File: src/rtl/multicycle_controller.sv
// Multi-cycle RV32I control sequencer: steps FETCH/DECODE/EXEC/MEM/WB, drives datapath
// enables, handshakes with variable-latency memories and counts retired instructions.
module multicycle_controller (
    input  logic        clk,
    input  logic        reset,
    input  logic [31:0] instr,
    input  logic        imem_ready,
    input  logic        dmem_ready,
    input  logic        zero,
    output logic        imem_req,
    output logic        ir_write,
    output logic        pc_write,
    output logic        pc_sel,
    output logic        alu_src,
    output logic [1:0]  alu_op,
    output logic        dmem_read,
    output logic        dmem_write,
    output logic        reg_write,
    output logic        mem_to_reg,
    output logic        illegal,
    output logic [2:0]  state,
    output logic [31:0] instret
);

    typedef enum logic [2:0] {
        StFetch  = 3'd0,
        StDecode = 3'd1,
        StExec   = 3'd2,
        StMem    = 3'd3,
        StWb     = 3'd4,
        StIdle   = 3'd5,
        StHalt   = 3'd7
    } state_e;

    localparam logic [6:0] OpR      = 7'b0110011;
    localparam logic [6:0] OpI      = 7'b0010011;
    localparam logic [6:0] OpLoad   = 7'b0000011;
    localparam logic [6:0] OpStore  = 7'b0100011;
    localparam logic [6:0] OpBranch = 7'b1100011;

    localparam logic [1:0] AluAdd   = 2'b00;
    localparam logic [1:0] AluSub   = 2'b01;
    localparam logic [1:0] AluFunct = 2'b10;

    state_e      r_state;
    logic [6:0]  r_opcode;
    logic [2:0]  r_funct3;
    logic        r_illegal;
    logic [31:0] r_instret;

    logic w_is_r;
    logic w_is_i;
    logic w_is_lw;
    logic w_is_sw;
    logic w_is_br;
    logic w_is_bne;
    logic w_is_legal;
    logic w_unused_instr;

    // Only opcode and funct3 steer the sequence; the rest belongs to the datapath.
    assign w_unused_instr = ^{instr[31:15], instr[11:7]};

    // Instruction class decode from the latched opcode/funct3
    always_comb begin
        w_is_r     = (r_opcode == OpR);
        w_is_i     = (r_opcode == OpI);
        w_is_lw    = (r_opcode == OpLoad)  && (r_funct3 == 3'b010);
        w_is_sw    = (r_opcode == OpStore) && (r_funct3 == 3'b010);
        w_is_br    = (r_opcode == OpBranch) && (r_funct3[2:1] == 2'b00);
        w_is_bne   = r_funct3[0];
        w_is_legal = w_is_r || w_is_i || w_is_lw || w_is_sw || w_is_br;
    end

    // Output decode: state-driven, with the three combinational handshake/flag paths
    always_comb begin
        imem_req   = 1'b0;
        ir_write   = 1'b0;
        pc_write   = 1'b0;
        pc_sel     = 1'b0;
        alu_src    = 1'b0;
        alu_op     = AluAdd;
        dmem_read  = 1'b0;
        dmem_write = 1'b0;
        reg_write  = 1'b0;
        mem_to_reg = 1'b0;
        unique case (r_state)
            StFetch: begin
                imem_req = 1'b1;
                ir_write = imem_ready;
            end
            StExec: begin
                alu_src = w_is_i || w_is_lw || w_is_sw;
                if (w_is_br) begin
                    alu_op   = AluSub;
                    pc_write = 1'b1;
                    pc_sel   = w_is_bne ? ~zero : zero;
                end else if (w_is_r || w_is_i) begin
                    alu_op = AluFunct;
                end
            end
            StMem: begin
                dmem_read  = w_is_lw;
                dmem_write = w_is_sw;
                pc_write   = w_is_sw && dmem_ready;
            end
            StWb: begin
                reg_write  = 1'b1;
                mem_to_reg = w_is_lw;
                pc_write   = 1'b1;
            end
            default: begin
            end
        endcase
    end

    always_ff @(posedge clk or posedge reset) begin
        if (reset) begin
            r_state   <= StIdle;
            r_opcode  <= 7'd0;
            r_funct3  <= 3'd0;
            r_illegal <= 1'b0;
            r_instret <= 32'd0;
        end else begin
            if (ir_write) begin
                r_opcode <= instr[6:0];
                r_funct3 <= instr[14:12];
            end
            if (pc_write) begin
                r_instret <= r_instret + 32'd1;
            end
            case (r_state)
                StIdle: r_state <= StFetch;
                StFetch: begin
                    if (imem_ready) begin
                        r_state <= StDecode;
                    end
                end
                StDecode: begin
                    if (w_is_legal) begin
                        r_state <= StExec;
                    end else begin
                        r_state   <= StHalt;
                        r_illegal <= 1'b1;
                    end
                end
                StExec: begin
                    if (w_is_br) begin
                        r_state <= StFetch;
                    end else if (w_is_lw || w_is_sw) begin
                        r_state <= StMem;
                    end else begin
                        r_state <= StWb;
                    end
                end
                StMem: begin
                    if (dmem_ready) begin
                        r_state <= w_is_lw ? StWb : StFetch;
                    end
                end
                StWb:    r_state <= StFetch;
                StHalt:  r_state <= StHalt;
                default: r_state <= StIdle;
            endcase
        end
    end

    assign illegal = r_illegal;
    assign state   = r_state;
    assign instret = r_instret;

endmodule

File: config.mk
export PLATFORM = sky130hd
export DESIGN_NAME = multicycle_controller
export DESIGN_NICKNAME = d
export VERILOG_FILES = /design/src/rtl/multicycle_controller.sv
export SDC_FILE = /design/constraint.sdc
export NUM_CORES = 1
export LEC_CHECK = 0
export ABC_AREA = 1
export CORE_MARGIN = 5
export CORE_UTILIZATION = 45
export DETAILED_ROUTE_END_ITERATION = 8
export PLACE_DENSITY = 0.83
export SKIP_CTS_REPAIR_TIMING = 1
export SLEW_MARGIN = 20
export SYNTH_ARGS = -nofsm -noshare
export SYNTH_HDL_FRONTEND = slang
export SYNTH_SLANG_ARGS = --single-unit
File: constraint.sdc
create_clock -name clk -period 2.2 [get_ports clk]
set_clock_uncertainty 0.15 [all_clocks]
set_input_delay 0.33 -clock clk [delete_from_list [all_inputs] [get_ports clk]]
set_output_delay 0.33 -clock clk [all_outputs]
set_load 0.01 [all_outputs]
# ---- Yosys cells after proc, flatten, opt, wreduce, memory -nomap -nowiden
# Index checks and enable logic that the tools add are counted.
dict set report word_totals {
  ramBits 0
  latchBits 0
  rom_bits 0
  wordCells 60
  regBits 46
  memories 0
}
dict set report classes {
  eq_ne 14
  n_mux 22
  shift 0
  bitwise_logic 2
  n_mul 0
  addsub 1
  reduce_logical 16
  n_div 0
  n_lt_le_gt_ge 0
}
# operator n
set ops {}
lappend ops {{$add A32 B1 Y32 const B} 1}
lappend ops {{$mux W3} 6}
lappend ops {{$pmux W3 S6} 1}
lappend ops {{$eq A7 B6 Y1 const B} 2}
lappend ops {{$mux W1} 11}
lappend ops {{$eq A3 B2 Y1 const B} 3}
lappend ops {{$eq A3 B3 Y1 const B} 3}
lappend ops {{$eq A7 B2 Y1 const B} 1}
lappend ops {{$eq A7 B5 Y1 const B} 1}
lappend ops {{$eq A7 B7 Y1 const B} 1}
lappend ops {{$logic_or A1 B1 Y1} 7}
lappend ops {{$mux W2} 3}
lappend ops {{$logic_and A1 B1 Y1} 4}
lappend ops {{$ne A2 B2 Y1 const B} 2}
lappend ops {{$reduce_and A2 Y1} 2}
lappend ops {{$eq A3 B1 Y1 const B} 1}
lappend ops {{$logic_not A3 Y1} 1}
lappend ops {{$pmux W1 S3} 1}
lappend ops {{$logic_not A2 Y1} 1}
lappend ops {{$not A1 Y1} 2}
lappend ops {{$reduce_or A2 Y1} 1}

# ---- Logic depth before layout (Yosys ltp)
dict set report depth {
  depth_word 7
  depth_mapped 10
}

# ---- Worst setup path before layout
# OpenSTA, ideal clock, no wires.
dict set report synth_path {
  path_type {register to output}
  from {register r_state[0] (netlist: state[0])}
  to {output pc_write}
  path_stages_with_launch 8
  setup_slack_ns 0.369
  path_buffers 1
  t_arrival_ns 1.351
  cell_sequence {dfstp_2 > nand2_1 > nor2_2 > nand2_1 > nor2_4 > nand2_4 > nand3_4 > buf_6}
}
dict set report synth_via {
  elab_chain_cells 2
  elab_cells_between_ends 4
  cone_classes {eq/ne (3); mux (1)}
}
# element line
set synth_rtl {}
lappend synth_rtl {{start: declaration} 45} ;# state_e r_state;
lappend synth_rtl {{start signal: assignment} 118} ;# r_state <= StIdle;
lappend synth_rtl {{start signal: assignment} 132} ;# StIdle: r_state <= StFetch;
lappend synth_rtl {{start signal: assignment} 135} ;# r_state <= StDecode;
lappend synth_rtl {{$eq A3 B3 Y1 or $eq A3 B2 Y1 (tied branches)} 86} ;# unique case (r_state)
lappend synth_rtl {{$pmux W1 S3 (*)} 86}
lappend synth_rtl {{end: declaration} 12} ;# output logic pc_write,
# Every way passes the cells marked *; elsewhere a longest branch is shown, timed or not.

# ---- Final worst setup path
# Ends and elaborated chain as after synthesis.

==> results.py <==
metrics = {
    "floorplanning": {
        "die_area_sq_um": 8620,
        "row_count": 30,
        "placeableCoreArea_sq_um": 6720,
        "pin_count": 84,
        "dieHeight_microns": 92.9,
        "start_util": 0.460,
        "die_x_microns": 92.9,
    },
    "synthesis": {
        "synth_area_sq_um": 3090,
        "synthFlopType": "dfrtp_1",
        "ys_seq_area_frac": 0.373,
        "syn_avg_cell_area_sq_um": 6.73,
        "synth-edff-count": 0,
        "synth_compound_gate_area_share": 0.0344,
        "synthAdderAreaFrac": 0.00405,
        "async_reset_ff_frac": 1.00,
        "yosys.area_share.simple": 0.464,
        "ys_warn_count": 0,
        "synthXorXnorAreaFrac": 0.0454,
        "muxShareOfSynthArea": 0,
        "synth.area.top_cells": "dfrtp_1 (36%), nand2_1 (23%), nor2_1 (8.0%)",
        "synthCells": 459,
        "synth_top_area_share": 0.356,
        "ys_seq_elements": 46,
        "syn_nets": 497,
        "yosysUniqueCellTypes": 28,
        "synth_top_family_by_area": "simple AND/OR/NAND/NOR gates",
        "synth_top_cell_by_area": "dfrtp_1",
    },
    "routing": {
        "drt-total-wl_mm": 8.41,
        "vias": 3124,
        "drt_iter0_drc": 206,
        "routedWlPerCell_microns": 13.8,
        "drcViolationCount": 0,
        "vias_per_cell": 5.14,
        "ant_nets": 0,
        "first_pass_iters": 5,
    },
    "power": {
        "pwr-share-comb": 0.042,
        "power_leakage_nw": 2.07,
        "swShare": 0.207,
        "p_switching_mw": 0.352,
        "peakVddDrop_v": 0.000247,
        "clockPowerShare": 0.448,
        "p_per_area_nw_per_um2": 425,
        "pwr-share-seq": 0.510,
        "internal_power_mw": 1.35,
    },
    "place": {
        "place.gp.congestion": 0.898,
        "portBuffers": 61,
        "dp_hpwl_mm": 6.22,
    },
    "timing": {
        "max_freq_mhz": 473,
        "setup_violations": 0,
        "drv_slew": 0,
        "hold_violations": 0,
        "fin_crit_ps": 2110,
        "fin_setup_tns_ps": 0,
        "whs_ps": 174,
        "finalCritPeriodShare": 0.960,
        "relSlewSlack": 0.663,
        "worst_slew_pin_slew_ps": 506,
    },
    "setup_path": {
        "worst_ep_required_time_ps": 1720,
        "cp_cell_sequence": "inv_1 > nand3_1 > inv_2 > nand3_2 > buf_4 > nand3_4 > dlymetal6s2s_1",
        "endpoint_kind": "output pin",
        "worstPathArrival_ps": 1630,
        "path_buf_inv": 4,
        "crit_slowest_cell": "dfstp_2",
        "cp-start-kind": "flop",
        "crit_fanout": 6,
        "critPathTopFamily": "flip-flops",
        "crit_type": "reg2out",
        "rrSetupSlack_ps": 190,
        "max_stage_delay_ps": 590,
    },
    "clock_network": {
        "root_buffer": "clkbuf_8",
        "tritoncts": "yes",
        "max-clock-path-buffers": 2,
        "cts.htree.levels": 2,
        "numClockSinks": 46,
        "cts_inserted_buffers": 5,
        "insertion_delay_ps": 310,
        "clk_pin_slew_ps": 90,
    },
    "global_route": {
        "overflow": 0,
        "grt_usage": 0.203,
        "grt_pass1_wl_mm": 14.2,
        "grt_max_degree": 42,
        "grt_pass1_vias": 3121,
        "antenna_found_initial": 0,
    },
    "run_status": {
        "outcome": "finished, final reports clean",
    },
    "cells_and_area": {
        "fillerInstances": 619,
        "utilization": 0.594,
        "nets": 565,
        "antennaDiodeCount": 0,
        "syn_to_final_growth_pct": 29.2,
        "drive_above_1_share": 0.100,
    },
    "hold_path": {
        "hold_path_class": "in2async",
    },
    "flow_run": {
        "max_cap_viol_count": 0,
    },
}
-- final cells by class --
type	count	area, sq um	area share
multi-input cells	360	1710	0.428
inverters	42	158	0.0395
flip-flops and latches	46	1160	0.290
clock inverters	3	68.8	0.0172
repair buffers	72	733	0.184
clock buffers	5	68.8	0.0172
well taps	80	100	0.0251
-- state kept, by name, summed over array words and instances (netlist names) --
name	count
r_opcode	7
instret	32
r_funct3	3
illegal	1
state	3
-- layout by cell type, fill, tap and decap left out, types with 2 or more instances in the layout --
cell and instances:
xor2_1 10, dlymetal6s2s_1 11, o21ai_2 7, dfrtp_1 42, nand3_1 10, o21ai_0 6, nand2_2 8, nand2_1 192
dfrtp_2 2, bufinv_16 2, o21ai_1 2, inv_2 4, nor2_4 3, clkdlybuf4s50_1 50, buf_4 10, nand3b_1 16
inv_1 38, nor2_2 4, dfstp_2 2, clkbuf_8 5, xnor2_1 6, nand3_2 2, nand4_1 23, nor2_1 64
nor3_1 2
-- stage by stage --
stage | power (mW) | std cells | instance area, sq um | worst slack (ps)
global route | 1.76 | 608 | 3990 | -6.46
floorplan | 0.910 | 459 | 3090 | 369
finish | 1.70 | 608 | 3990 | 87.9
CTS | 1.71 | 607 | 3940 | -277
global placement | 0.949 | 599 | 3800 | 72.6
detailed placement | 0.952 | 599 | 3800 | 70.0
-- worst paths after layout --
kind / from / end / cells after the start
max in group asynchronous: reset / instret[16] / 3
worst max register to register: r_funct3[2] / instret[8] / 9
worst min register to register: r_opcode[1] / r_opcode[1] / 2
min in group clk: r_opcode[1] / r_opcode[1] / 2
worst max-delay path: state[0] / pc_write / 7
worst min-delay path: reset / instret[11] / 2
-- power by group through the flow --
stage	combinational [mW]	clock (mW)	sequential [mW]
3_3_place_gp	0.0692	0	0.880
4_1_cts	0.0715	0.774	0.864
3_5_place_dp	0.0713	0	0.881
2_1_floorplan	0.0318	0	0.878
6_report	0.0713	0.761	0.865
5_1_grt	0.0806	0.812	0.866
-- Yosys cell counts (2+ instances only) --
| library cell | instances |
|---|---|
| inv_1 | 39 |
| nand2_2 | 8 |
| nor3_1 | 2 |
| buf_2 | 5 |
| o21ai_2 | 7 |
| buf_6 | 2 |
| o21ai_0 | 6 |
| nand2_1 | 192 |
| nand3_1 | 11 |
| xnor2_1 | 6 |
| dfrtp_1 | 44 |
| inv_2 | 3 |
| o21ai_1 | 2 |
| nor2_2 | 3 |
| nand3b_1 | 16 |
| clkbuf_1 | 2 |
| nor2_1 | 66 |
| nand4_1 | 23 |
| dfstp_2 | 2 |
| xor2_1 | 10 |
| buf_8 | 2 |
| nor2_4 | 2 |
-- metal layers --
layer | vias up | track usage | part of all wire
li1 | 1565 | - | -
met1 | 1437 | 0.237 | 0.42
met2 | 106 | 0.365 | 0.49
met3 | 16 | 0.0496 | 0.066
met4 | 0 | 0.0635 | 0.021
met5 | - | 0 | 0
-- kinds of logic (layout without fill, tap and decap cells) --
| group | Yosys count | after routing |
|---|---|---|
| xor gates and xnor gates | 16 | 16 |
| adders and majority gates | 1 | 1 |
| DFF | 46 | 46 |
| buffers and inverters | 53 | 122 |
| AOI/OAI and AO/OA | 16 | 16 |
| and+or+nand+nor | 327 | 327 |
No activity file was read; power rests on OpenSTA's default activity.
